### src/rtl/cmd_sequencer.sv
// -----------------------------------------------------------------------------
// cmd_sequencer
//   Command-stream scheduler between the host input FIFO and the device
//   multiplexer. Words are fetched one at a time. Timing opcodes are executed
//   locally: WAIT (relative delay), SYNC (absolute sync to the run-elapsed
//   counter) and HALT. DEV words are dispatched to the multiplexer one at a
//   time, using an en/idle handshake with a guard window and a timeout.
//
// Parameters
//   DEV_TIMEOUT   max consecutive DEV_WAIT cycles with mux_idle_i low
//   GUARD_CYCLES  cycles after a dispatch during which mux_idle_i is ignored (1-15)
//
// Ports
//   fpga_clk_i    sole clock, rising edge
//   reset_n_i     synchronous active-low reset
//   start_i       pulse: start a run from STOPPED or ERROR
//   abort_i       pulse: terminate the run from any state
//   fifo_empty_i  input FIFO empty flag
//   fifo_data_i   FIFO read data, valid the cycle after fifo_rd_o
//   fifo_rd_o     FIFO read enable, one pulse per word
//   mux_data_o    device command {device[7:0], payload[19:0]}
//   mux_en_o      one-cycle dispatch strobe
//   mux_idle_i    multiplexer ready for a command
//   busy_o        high outside STOPPED and ERROR
//   done_o        one-cycle pulse when HALT executes
//   error_o       high while in ERROR
//   error_code_o  01 illegal opcode, 10 device timeout, 00 otherwise
//   cmd_count_o   completed commands this run (saturating)
//   elapsed_o     cycles since start (wrapping)
//   state_o       current state encoding
// -----------------------------------------------------------------------------
module cmd_sequencer #(
  parameter int unsigned DEV_TIMEOUT  = 32'd1048576,
  parameter int unsigned GUARD_CYCLES = 32'd1
) (
  input  logic        fpga_clk_i,
  input  logic        reset_n_i,
  input  logic        start_i,
  input  logic        abort_i,
  input  logic        fifo_empty_i,
  input  logic [31:0] fifo_data_i,
  output logic        fifo_rd_o,
  output logic [27:0] mux_data_o,
  output logic        mux_en_o,
  input  logic        mux_idle_i,
  output logic        busy_o,
  output logic        done_o,
  output logic        error_o,
  output logic [1:0]  error_code_o,
  output logic [15:0] cmd_count_o,
  output logic [31:0] elapsed_o,
  output logic [3:0]  state_o
);

  typedef enum logic [3:0] {
    ST_STOPPED  = 4'd0,
    ST_READY    = 4'd1,
    ST_FETCH    = 4'd2,
    ST_LATCH    = 4'd3,
    ST_DECODE   = 4'd4,
    ST_DISPATCH = 4'd5,
    ST_GUARD    = 4'd6,
    ST_DEV_WAIT = 4'd7,
    ST_DELAY    = 4'd8,
    ST_SYNC     = 4'd9,
    ST_ERROR    = 4'd10
  } state_e;

  localparam logic [3:0] OP_NOP  = 4'h0;
  localparam logic [3:0] OP_DEV  = 4'h1;
  localparam logic [3:0] OP_WAIT = 4'h2;
  localparam logic [3:0] OP_SYNC = 4'h3;
  localparam logic [3:0] OP_HALT = 4'hF;

  localparam logic [1:0] ERR_NONE    = 2'b00;
  localparam logic [1:0] ERR_ILLEGAL = 2'b01;
  localparam logic [1:0] ERR_TIMEOUT = 2'b10;

  // Timeout counter counts 0 .. DEV_TIMEOUT-1 while idle stays low.
  localparam int unsigned TW       = (DEV_TIMEOUT > 32'd1) ? $clog2(DEV_TIMEOUT) : 32'd1;
  localparam logic [TW-1:0] TMO_LAST = TW'(DEV_TIMEOUT - 32'd1);
  localparam logic [3:0]  GUARD_LD = 4'(GUARD_CYCLES);

  state_e        state_q, state_d;
  logic [31:0]   cmd_q, cmd_d;
  logic [27:0]   delay_q, delay_d;
  logic [3:0]    guard_q, guard_d;
  logic [TW-1:0] tmo_q, tmo_d;
  logic [31:0]   elapsed_q, elapsed_d;
  logic [15:0]   cmd_count_q, cmd_count_d;
  logic          fifo_rd_q, fifo_rd_d;
  logic          mux_en_q, mux_en_d;
  logic [27:0]   mux_data_q, mux_data_d;
  logic          busy_q, busy_d;
  logic          done_q, done_d;
  logic          error_q, error_d;
  logic [1:0]    error_code_q, error_code_d;

  logic [3:0]    op_s;
  logic          sync_hit_s;
  logic          start_s;
  logic          count_evt_s;

  assign op_s       = cmd_q[31:28];
  // SYNC target is in units of 16 cycles.
  assign sync_hit_s = (elapsed_q >= {cmd_q[27:0], 4'b0000});

  // State register
  always_ff @(posedge fpga_clk_i) begin
    if (!reset_n_i) begin
      state_q <= ST_STOPPED;
    end else begin
      state_q <= state_d;
    end
  end

  // Next-state logic; abort has priority over every other input
  always_comb begin
    state_d = state_q;
    if (abort_i) begin
      state_d = ST_STOPPED;
    end else begin
      case (state_q)
        ST_STOPPED, ST_ERROR: begin
          if (start_i) state_d = ST_READY;
          else         state_d = state_q;
        end
        ST_READY: begin
          if (!fifo_empty_i) state_d = ST_FETCH;
          else               state_d = ST_READY;
        end
        ST_FETCH: state_d = ST_LATCH;
        ST_LATCH: state_d = ST_DECODE;
        ST_DECODE: begin
          case (op_s)
            OP_NOP: state_d = ST_READY;
            OP_DEV: begin
              if (mux_idle_i) state_d = ST_DISPATCH;
              else            state_d = ST_DECODE;
            end
            OP_WAIT: begin
              if (cmd_q[27:0] == 28'd0) state_d = ST_READY;
              else                      state_d = ST_DELAY;
            end
            OP_SYNC: state_d = ST_SYNC;
            OP_HALT: state_d = ST_STOPPED;
            default: state_d = ST_ERROR;
          endcase
        end
        ST_DISPATCH: state_d = ST_GUARD;
        ST_GUARD: begin
          if (guard_q <= 4'd1) state_d = ST_DEV_WAIT;
          else                 state_d = ST_GUARD;
        end
        ST_DEV_WAIT: begin
          if (mux_idle_i)             state_d = ST_READY;
          else if (tmo_q >= TMO_LAST) state_d = ST_ERROR;
          else                        state_d = ST_DEV_WAIT;
        end
        ST_DELAY: begin
          if (delay_q <= 28'd1) state_d = ST_READY;
          else                  state_d = ST_DELAY;
        end
        ST_SYNC: begin
          if (sync_hit_s) state_d = ST_READY;
          else            state_d = ST_SYNC;
        end
        default: state_d = ST_STOPPED;
      endcase
    end
  end

  // Output next-values, derived from the upcoming state so outputs are registered
  always_comb begin
    fifo_rd_d = (state_d == ST_FETCH);
    mux_en_d  = (state_d == ST_DISPATCH);
    busy_d    = !((state_d == ST_STOPPED) || (state_d == ST_ERROR));
    error_d   = (state_d == ST_ERROR);
    done_d    = (state_q == ST_DECODE) && (op_s == OP_HALT) && !abort_i;
    if (mux_en_d) begin
      mux_data_d = cmd_q[27:0];
    end else begin
      mux_data_d = mux_data_q;
    end
    if (state_d == ST_ERROR) begin
      if (state_q == ST_ERROR)         error_code_d = error_code_q;
      else if (state_q == ST_DEV_WAIT) error_code_d = ERR_TIMEOUT;
      else                             error_code_d = ERR_ILLEGAL;
    end else begin
      error_code_d = ERR_NONE;
    end
  end

  // Datapath next-values: command word, delay/guard/timeout counters, run counters
  always_comb begin
    start_s     = ((state_q == ST_STOPPED) || (state_q == ST_ERROR)) && (state_d == ST_READY);
    count_evt_s = ((state_d == ST_READY) &&
                   ((state_q == ST_DECODE) || (state_q == ST_DEV_WAIT) ||
                    (state_q == ST_DELAY)  || (state_q == ST_SYNC))) || done_d;

    if (state_q == ST_LATCH) cmd_d = fifo_data_i;
    else                     cmd_d = cmd_q;

    if ((state_q == ST_DECODE) && (state_d == ST_DELAY)) delay_d = cmd_q[27:0];
    else if (state_q == ST_DELAY)                        delay_d = delay_q - 28'd1;
    else                                                 delay_d = delay_q;

    if (state_d == ST_DISPATCH)   guard_d = GUARD_LD;
    else if (state_q == ST_GUARD) guard_d = guard_q - 4'd1;
    else                          guard_d = guard_q;

    // Restarts at zero on every entry into DEV_WAIT.
    if (state_q == ST_DEV_WAIT) tmo_d = tmo_q + {{(TW-1){1'b0}}, 1'b1};
    else                        tmo_d = {TW{1'b0}};

    // The abort cycle does not count, so elapsed freezes at the abort point.
    if (start_s)                 elapsed_d = 32'd0;
    else if (busy_q && !abort_i) elapsed_d = elapsed_q + 32'd1;
    else                         elapsed_d = elapsed_q;

    if (start_s)                                      cmd_count_d = 16'd0;
    else if (count_evt_s && (cmd_count_q != 16'hFFFF)) cmd_count_d = cmd_count_q + 16'd1;
    else                                              cmd_count_d = cmd_count_q;
  end

  // Datapath and output registers
  always_ff @(posedge fpga_clk_i) begin
    if (!reset_n_i) begin
      cmd_q        <= 32'd0;
      delay_q      <= 28'd0;
      guard_q      <= 4'd0;
      tmo_q        <= {TW{1'b0}};
      elapsed_q    <= 32'd0;
      cmd_count_q  <= 16'd0;
      fifo_rd_q    <= 1'b0;
      mux_en_q     <= 1'b0;
      mux_data_q   <= 28'd0;
      busy_q       <= 1'b0;
      done_q       <= 1'b0;
      error_q      <= 1'b0;
      error_code_q <= 2'b00;
    end else begin
      cmd_q        <= cmd_d;
      delay_q      <= delay_d;
      guard_q      <= guard_d;
      tmo_q        <= tmo_d;
      elapsed_q    <= elapsed_d;
      cmd_count_q  <= cmd_count_d;
      fifo_rd_q    <= fifo_rd_d;
      mux_en_q     <= mux_en_d;
      mux_data_q   <= mux_data_d;
      busy_q       <= busy_d;
      done_q       <= done_d;
      error_q      <= error_d;
      error_code_q <= error_code_d;
    end
  end

  assign fifo_rd_o    = fifo_rd_q;
  assign mux_en_o     = mux_en_q;
  assign mux_data_o   = mux_data_q;
  assign busy_o       = busy_q;
  assign done_o       = done_q;
  assign error_o      = error_q;
  assign error_code_o = error_code_q;
  assign cmd_count_o  = cmd_count_q;
  assign elapsed_o    = elapsed_q;
  assign state_o      = state_q;

endmodule

### config.mk
export PLATFORM = sky130hd
export DESIGN_NAME = cmd_sequencer
export DESIGN_NICKNAME = d
export VERILOG_FILES = /design/src/rtl/cmd_sequencer.sv
export SDC_FILE = /design/constraint.sdc
export NUM_CORES = 1
export LEC_CHECK = 0
export CAP_MARGIN = 20
export CORE_MARGIN = 1
export CORE_UTILIZATION = 42
export DETAILED_ROUTE_END_ITERATION = 16
export PLACE_DENSITY_LB_ADDON = 0.2
export SKIP_LAST_GASP = 1
export SLEW_MARGIN = 10
export SYNTH_ARGS = -nofsm -noshare
export SYNTH_HDL_FRONTEND = slang
export SYNTH_SLANG_ARGS = --single-unit
### constraint.sdc
create_clock -name fpga_clk_i -period 4.32 [get_ports fpga_clk_i]
set_input_delay 0.864 -clock fpga_clk_i [delete_from_list [all_inputs] [get_ports fpga_clk_i]]
set_output_delay 0.864 -clock fpga_clk_i [all_outputs]
set_load 0.02 [all_outputs]
======== Word-level counts from Yosys, hierarchy flattened ========
Cells that the tools add are included.
W data, S select, Z words.
word-level totals
  register bits ........................... 171
  input bits .............................. 38
  output and inout bits ................... 87
  logic and storage cells ................. 88
cells by class
  add/subtract/negate cells ............... 5
  magnitude comparators ................... 4
  equality and inequality tests ........... 20
  multiplexer cells ....................... 17
  bitwise operators ....................... 1
  reduce and logical (&&, ||, !) cells .... 26
operators with widths
  operator                 number
  $mux W28                 2
  $pmux W4 S10             1
  $add A32 B1 Y32 const B  1
  $ge A32 B32 Y1           1
  $le A28 B1 Y1 const B    1
  $logic_not A28 Y1        1
  $mux W4                  7
  $sub A28 B1 Y28 const B  1
  $eq A4 B4 Y1 const B     6
  $add A20 B1 Y20 const B  1
  $eq A4 B2 Y1 const B     5
  $eq A4 B3 Y1 const B     5
  $ge A20 B20 Y1 const B   1
  $pmux W4 S5              1
  $add A16 B1 Y16 const B  1
  $ne A16 B16 Y1 const B   1
  $eq A4 B1 Y1 const B     3
  $logic_not A4 Y1         3
  $logic_and A1 B1 Y1      7
  $logic_or A1 B1 Y1       6
  $reduce_or A2 Y1         3
  $le A4 B1 Y1 const B     1
  $mux W1                  4
  $mux W2                  2
  5 further kinds          8

======== Logic depth before layout (Yosys ltp) ========
Gate-level depths: netlist of the first run.
  depth in word-level cells ............... 9
  gate-level depth with buffers ........... 12
  gate-level depth less buffers ........... 10

======== Worst setup path before layout of the first run ========
No wires, ideal clock.
  path kind ............................... register to register
  start point ............................. register delay_q[2]
  end point ............................... register cmd_count_q[10], in the netlist cmd_count_o[10]
  arrival ................................. 2.850 ns
  data required time ...................... 4.248 ns
  path slack .............................. 1.399 ns
  cell stages (with the launch flop) ...... 10
  period minus slack after synthesis ...... 2.921 ns
  path through ............................ dfxtp_1 or4_4 or3_1 buf_2 nor4_4 a211oi_1 a21oi_4 nand4_4 a2111oi_1 mux2i_1
on the way
  word-level cells in the longest chain between the ends .. 8
  elaborated cells between the ends (all ways) .. 10
  classes of those cells .................. order compare (1); eq/ne (1); mux (3); reduce/logical (5)
RTL lines
  element                 line      source
  start, declared         86        logic [27:0] delay_q, delay_d;
  start signal, assigned  244       delay_q <= delay_d;
  $le A28 B1 Y1 (*)       161       if (delay_q <= 28'd1) state_d = ST_READY;
  $mux W4 (*)             161
  $pmux W4 S10 (*)        123       case (state_q)
  $mux W4 (*)             120       if (abort_i) begin
  $eq A4 B1 Y1 (*)        196, 197
  $logic_and A1 B1 Y1     197       count_evt_s = ((state_d == ST_READY) &&
  $logic_or A1 B1 Y1      199       (state_q == ST_DELAY) || (state_q == ST_SYNC))) || done_d;
  $logic_and A1 B1 Y1     222       else if (count_evt_s && (cmd_count_q != 16'hFFFF)) cmd_count_d = cmd_count_q + 16'd1;
  end signal, assigned    248       cmd_count_q <= cmd_count_d;
  end, declared           90        logic [15:0] cmd_count_q, cmd_count_d;
Mark *: on every way between the ends. The rest lies on a longest branch, timed or not.
A chain may end at the register's enable or synchronous reset.

======== Final worst setup path of the first run ========
  start point ............................. register tmo_q[0]
  end point ............................... register delay_q[26]
on the way
  word-level cells in the longest chain between the ends .. 8
  elaborated cells between the ends (all ways) .. 9
  classes of those cells .................. order compare (1); eq/ne (1); mux (5); reduce/logical (2)
RTL lines
  element                                                line  source
  start, declared                                        88    logic [TW-1:0] tmo_q, tmo_d;
  start signal, assigned                                 232   tmo_q <= {TW{1'b0}};
  start signal, assigned                                 246   tmo_q <= tmo_d;
  $ge A20 B20 Y1 (*)                                     157   else if (tmo_q >= TMO_LAST) state_d = ST_ERROR;
  $mux W4 (*)                                            157
  $mux W4 (*)                                            156   if (mux_idle_i) state_d = ST_READY;
  $pmux W4 S10 (*)                                       123
  $mux W4 (*)                                            120
  $eq A4 B4 Y1 (*)                                       204   if ((state_q == ST_DECODE) && (state_d == ST_DELAY)) delay_d = cmd_q[27:0];
  $logic_and A1 B1 Y1 (*)                                204
  $mux W28 / $reduce_bool A2 Y1 (equally long branches)  -
Marked as above.

==> results of run 1 <==
## routing by layer
layer | vias up | part of all wire | track usage
li1 | 3745 | - | -
met1 | 3473 | 0.49 | 0.286
met2 | 152 | 0.46 | 0.349
met3 | 14 | 0.043 | 0.0467
met4 | 0 | 0.0096 | 0.0504
met5 | - | 0 | 0
## cells in the final DEF (no fill, tap or decap), types with 7 or more instances in the layout
cell type	Yosys	layout
dfxtp_1	171	171
nand2_1	143	143
nor2_1	138	138
clkdlybuf4s50_1	0	124
a21oi_1	73	73
inv_1	45	44
mux2i_1	39	39
nand3_1	37	37
ha_1	36	36
xor2_1	34	34
xnor2_1	32	32
nand2b_1	20	19
a211oi_1	19	19
clkbuf_16	0	17
nand4_1	16	16
nor4_1	16	16
nor3_1	16	15
and3_1	15	15
buf_4	0	12
or3_1	9	9
o21ai_0	9	9
and4_1	7	7
## through the flow
step,std cells,hold slack (ns),util,total power [W]
6_report,1405,0.448,0.538,0.00327
5_1_grt,1405,0.469,0.538,0.00337
4_1_cts,1405,0.451,0.538,0.00330
3_5_place_dp,1373,0.439,0.508,0.00173
3_3_place_gp,1373,0.429,0.508,0.00173
2_1_floorplan,1018,0.418,-,0.00167
## worst max path at each step
stage,from,end,slack (ns),cells after the start
after floorplan,delay_q[2],cmd_count_o[10],1.40,9
after global placement,mux_idle_i,delay_q[26],0.63,10
after detailed placement,mux_idle_i,delay_q[26],0.61,10
after CTS,tmo_q[0],delay_q[26],0.75,10
after global routing,tmo_q[3],delay_q[26],0.41,9
final,tmo_q[0],delay_q[26],0.79,10
## registers in the layout, summed over array words and instances, names as in the netlist, 2 cells and up
register,flops
tmo_q,20
state_o,4
delay_q,28
error_code_o,2
cmd_count_o,16
cmd_q,32
elapsed_o,32
mux_data_o,28
guard_q,4
## critical path, delay by kind of cell, from the launching register on
| family | cells | cell delay, ns |
|---|---|---|
| fa+ha+maj | 1 | 0.27 |
| compound gates | 2 | 0.83 |
| buf+inv | 1 | 0.33 |
| flops | 1 | 0.35 |
| simple gates | 6 | 1.67 |
## cell usage after synthesis, drive strengths merged, types with 2 or more instances
cell / count / area, sq um
nor4: 17 / 121
and3: 15 / 93.8
nand3: 37 / 185
o21ai: 15 / 75.1
mux2i: 39 / 390
a21o: 4 / 30.0
a211oi: 19 / 143
nor4b: 4 / 35.0
o31a: 2 / 17.5
a221oi: 2 / 17.5
ha: 36 / 450
o21a: 3 / 22.5
a2111o: 6 / 67.6
a211o: 2 / 17.5
o22a: 4 / 35.0
inv: 45 / 169
and2: 5 / 31.3
buf: 16 / 73.8
a2111oi: 3 / 35.0
a21oi: 74 / 382
o211ai: 6 / 45.0
nor3: 18 / 106
nor2b: 6 / 37.5
nor3b: 2 / 15.0
or2: 3 / 18.8
xnor2: 32 / 280
clkbuf: 31 / 116
nand2: 143 / 537
nand4: 18 / 134
o32a: 6 / 60.1
o22ai: 3 / 18.8
or4: 5 / 41.3
dfxtp: 171 / 3420
o311ai: 3 / 26.3
and4: 7 / 61.3
mux2: 2 / 22.5
nand2b: 20 / 125
nor2: 138 / 518
xor2: 34 / 298
or3: 9 / 56.3
## layout make-up
cell class                      instances  area [sq um]
Fill cell                            1837          9040
Clock inverter                         10           143
Timing Repair Buffer                  137          1350
Inverter                               45           169
Tap cell                              265           332
Sequential cell                       171          3420
Clock buffer                           22           454
Multi-Input combinational cell        755          4670
## cells by family after synthesis
group	synth area share
compound gates	0.127
mux	0.0489
xor+xnor	0.0684
buf+inv	0.0425
simple gates	0.255
flops	0.405
fa+ha+maj	0.0533
## power breakdown
| part | switching, W | internal, W | leakage, nW | total (W) |
|---|---|---|---|---|
| Clock | 0.000649 | 0.000928 | 0.288 | 0.00158 |
| Combinational | 0.0000579 | 0.0000497 | 2.25 | 0.000108 |
| Sequential | 0.00000535 | 0.00158 | 1.38 | 0.00158 |
==> out/qor.csv, run 1 <==
stage,metric,value,unit
cts,clk_pin_slew,0.07,ns
drt,via_per_inst,5.26,
run,cap_violations,0,
global_routing,grt_overflow,0,
yosys,synthArstFlopShare,0,
final_layout,nNetsFinal,1201,
critical_path,end_kind,flip-flop,
cts,clockBufferDepth,2,
yosys,ys_types,65,
critical_path,r2r_start,tmo_q[0],
critical_path,rrSetupSlack,0.79,ns
timing,fin_crit,3.53,ns
die,dieArea,20700,sq um
yosys,yosysWarnings,0,
final_layout,diodes,0,
placed_design,gp_congestion,0.767,
critical_path,setup.worst_path.start_class,flip-flop,
power,power_density,310,nW/um^2
global_routing,grt_usage,0.214,
placed_design,place_area,9950,sq um
drt,first_iter_violations,472,
critical_path,rr_worst_depth,10,
final_layout,design_area,10500,sq um
drt,vias,7384,
placed_design,io_buffers,124,
cts,postCtsSetupRepairBufs,0,
die,start_util,0.431,
cts,cts_resized,0,
final_layout,drive_gt1_frac,0.0491,
yosys,synth.net_count,1092,
cts,hold_buffers,0,
yosys,synth.ff_latch_count,171,
critical_path,cp_slowest_cell,a2111o_1,
cts,cts_buffers,17,
drt,avgRoutedWirePerCell,15.0,microns
power,ir_worst_vdd,0.239,mV
critical_path,slowest_delay,0.68,ns
critical_path,arrival,3.87,ns
global_routing,grt_max_degree,91,
timing,setup_tns,0,ns
critical_path,crit_type,reg -> reg,
die,core-area,19600,sq um
critical_path,worstPathRequired,4.66,ns
drt,drc,0,
timing,tightest_slew,0.970,ns
yosys,synth-edff-count,0,
timing,fin_crit_sh,0.817,
yosys,synth_cells,1018,
cts,cts_root_buf,clkbuf_16,
timing,hold_viol,0,
worst_hold_path,hold_depth,1,
die,io_pins,125,
drt,first_pass_iters,5,
cts,clock_sinks,171,
global_routing,first_global_vias,6866,
critical_path,worstPathCellList,ha_1 > nand3_1 > nor4_1 > nand3_1 > nor4_1 > nor3_4 > a2111o_1 > buf_4 > or2_1 > a31oi_1,
critical_path,r2r_end,delay_q[26],
yosys,synth.avg_cell_area,8.30,sq um
cts,clk_latency,0.43,ns
power,leakagePower,3.91,nW
global_routing,grt_pass1_wl,34800,microns
timing,rsz0062_at_grt,false,
timing,worst_slack,0.792,ns
timing,drv_slew,0,
global_routing,antenna_found_initial,0,
critical_path,cp_max_fo,25,
status,outcome,finished clean,
placed_design,hpwl,14700,microns
cts,cts-htree-levels,4,
yosys,netlist_area,8450,sq um
worst_hold_path,hp-start,tmo_q[0],
die,die_h,144,microns
worst_hold_path,hold_path_class,reg -> reg,
yosys,ys_seq_area_frac,0.405,
timing,timing.fmax,283,MHz
worst_hold_path,hold_end,tmo_q[0],
timing,setup_viol,0,
final_layout,syn2layout_area_growth,24.8,%
cts,cts_tree,done,
drt,postRouteAntennaNets,0,
yosys,synthFlopType,dfxtp_1,
timing,slew_headroom,0.353,
die,die_w,144,microns
timing,clock_skew,0.00620,ns
die,placementRows,51,
placed_design,preCtsSetupSlack,0.611,ns
drt,wl,21000,microns
No activity file was read; power rests on OpenSTA's default activity.
==> run 2, diff against run 1 <==
==> constraint.sdc (replaced) <==
create_clock -name fpga_clk_i -period 3.62 [get_ports fpga_clk_i]
set_input_delay 0.724 -clock fpga_clk_i [delete_from_list [all_inputs] [get_ports fpga_clk_i]]
set_output_delay 0.724 -clock fpga_clk_i [all_outputs]
set_load 0.02 [all_outputs]
==> run 2 against run 1 <==
Effect of this change:
- final cell count is 1.1% higher
- fmax grew 8.2%
- die area unchanged
- register-to-register slack got worse by 0.43 ns
- clock power up 22%
- clock-buffer cell count did not move
- power increased by 21%
- final area is 1.4% higher
- via count about the same
- critical path type unchanged
- critical endpoint is now cmd_count_o[10]
- largest power group is now the clock network
==> out/qor.csv, run 2 (synthesis gave the netlist of run 1 again) <==
stage,metric,value,unit,change
status,outcome,finished clean,,unchanged
global_routing,grt_usage,0.213,,was 0.214
power,finalPower,0.00394,W,was 0.00327 W
timing,hold_viol,0,,unchanged
final_layout,design_area,10700,sq um,was 10500 sq um
power,internal_power,0.00311,W,was 0.00256 W
global_routing,grt_pass1_wl,34700,microns,was 34800 microns
cts,clk_latency,0.43,ns,about the same
placed_design,io_buffers,124,,unchanged
timing,setup_tns,0,ns,unchanged
final_layout,diodes,0,,unchanged
timing,tightest_slew,0.660,ns,was 0.970 ns
final_layout,seqCellArea,3420,sq um,unchanged
run,cap_violations,0,,unchanged
power,p_switching,0.000833,W,was 0.000713 W
die,placementRows,51,,unchanged
critical_path,end_kind,flip-flop,,unchanged
power,p_clk_frac,0.486,,was 0.483
die,start_util,0.431,,unchanged
cts,cts-htree-levels,4,,unchanged
global_routing,grt_max_degree,89,,was 91
timing,timing.fmax,307,MHz,was 283 MHz
power,ir_worst_vdd,0.260,mV,was 0.239 mV
critical_path,cp_max_fo,7,,was 25
worst_hold_path,hold_path_class,reg -> reg,,unchanged
drt,postRouteAntennaNets,0,,unchanged
critical_path,slowest_delay,0.55,ns,was 0.68 ns
cts,cts_resized,0,,unchanged
cts,postCtsSetupRepairBufs,0,,unchanged
placed_design,place_area,10100,sq um,was 9950 sq um
drt,wl,21300,microns,was 21000 microns
cts,hold_buffers,0,,unchanged
final_layout,drive_gt1_frac,0.0641,,was 0.0491
critical_path,critPathBufInv,1,,unchanged
cts,cts_tree,done,,unchanged
cts,clock_sinks,171,,unchanged
drt,avgRoutedWirePerCell,15.0,microns,about the same
placed_design,preCtsSetupSlack,0.278,ns,was 0.611 ns
power,pwr-share-comb,0.034,,was 0.033
final_layout,layout_commonest_cell,dfxtp_1,,unchanged
critical_path,arrival,3.62,ns,was 3.87 ns
cts,clk_pin_slew,0.06,ns,was 0.07 ns
critical_path,setup.worst_path.start_class,flip-flop,,unchanged
timing,fin_crit_sh,0.900,,was 0.817
global_routing,grt_overflow,0,,unchanged
drt,first_pass_iters,4,,was 5
power,switching_share,0.211,,was 0.218
global_routing,first_global_vias,6977,,was 6866
die,dieArea,20700,sq um,unchanged
cts,cts_buffers,17,,unchanged
die,die_w,144,microns,unchanged
timing,worst_slack,0.361,ns,was 0.792 ns
critical_path,worstPathCellList,or4_4 > or3_1 > nor4_4 > a211oi_1 > buf_4 > a21oi_4 > nand4_4 > a2111oi_1 > mux2i_1,,was ha_1 > nand3_1 > nor4_1 > nand3_1 > nor4_1 > nor3_4 > a2111o_1 > buf_4 > or2_1 > a31oi_1
drt,via_per_inst,5.20,,was 5.26
final_layout,nFillCells,1881,,was 1837
final_layout,multi_input_area,4670,sq um,unchanged
placed_design,hpwl,15200,microns,was 14700 microns
placed_design,dpl.cell_count,1388,,was 1373
cts,cts_root_buf,clkbuf_16,,unchanged
critical_path,worstPathRequired,3.98,ns,was 4.66 ns
final_layout,instances_no_fill,1420,,was 1405
timing,setup_viol,0,,unchanged
final_layout,syn2layout_area_growth,26.6,%,was 24.8%
die,io_pins,125,,unchanged
timing,rsz0062_at_grt,false,,unchanged
drt,first_iter_violations,316,,was 472
timing,fin_crit,3.26,ns,was 3.53 ns
timing,slew_headroom,0.554,,was 0.353
power,power_density,368,nW/um^2,was 310 nW/um^2
critical_path,cp_slowest_cell,or4_4,,was a2111o_1
final_layout,layout_common_cells,"dfxtp_1 (171), nand2_1 (143), nor2_1 (138), clkdlybuf4s50_1 (124), a21oi_1 (73)",,unchanged
drt,drc,0,,unchanged
power,leakagePower,4.01,nW,was 3.91 nW
critical_path,crit_family,simple AND/OR/NAND/NOR gates,,unchanged
die,core-area,19600,sq um,unchanged
placed_design,gp_congestion,0.802,,was 0.767
cts,clockBufferDepth,2,,unchanged
timing,drv_slew,0,,unchanged
global_routing,antenna_found_initial,0,,unchanged
timing,clock_skew,0.0100,ns,was 0.00620 ns
final_layout,nNetsFinal,1216,,was 1201
critical_path,crit_type,reg -> reg,,unchanged
die,die_h,144,microns,unchanged
power,pwr-share-seq,0.479,,was 0.485
drt,vias,7387,,was 7384
==> run 2: per-stage QoR <==
stage | utilization | hold slack, ns
CTS | 0.546 | 0.453
global route | 0.546 | 0.482
detailed placement | 0.514 | 0.436
floorplan | - | 0.418
global placement | 0.514 | 0.431
finish | 0.546 | 0.449
==> run 2: per-layer routing <==
layer	vias to the layer above	wire (microns)	global-route usage	share of wire
met5	-	0	0	0
li1	3772	-	-	-
met2	133	9710	0.342	0.46
met4	0	278	0.0605	0.013
met3	24	844	0.0437	0.040
met1	3458	10400	0.288	0.49
==> run 2: cell type report <==
| cell class | instances | share of cell area |
|---|---|---|
| inverter | 45 | 0.0158 |
| clock buffer | 22 | 0.0453 |
| clock inverter | 10 | 0.0129 |
| tap | 265 | 0.0310 |
| multi-input combinational | 755 | 0.437 |
| sequential | 171 | 0.320 |
| timing repair buffer | 152 | 0.138 |
==> run 2: worst paths after layout <==
kind                endpoint  cells after the start  startpoint  slack [ns]
max          cmd_count_o[10]                      9  delay_q[2]        0.36
max reg2reg  cmd_count_o[10]                      9  delay_q[2]        0.36
min reg2reg         tmo_q[0]                      1    tmo_q[0]        0.45
min                 tmo_q[0]                      1    tmo_q[0]        0.45
==> run 2: power by group through the flow <==
stage	Clock, W	Sequential (W)	Combinational (W)
3_5_place_dp	0	0.00193	0.000136
4_1_cts	0.00195	0.00189	0.000137
2_1_floorplan	0	0.00193	0.0000596
6_report	0.00192	0.00189	0.000135
5_1_grt	0.00204	0.00189	0.000146
3_3_place_gp	0	0.00193	0.000136
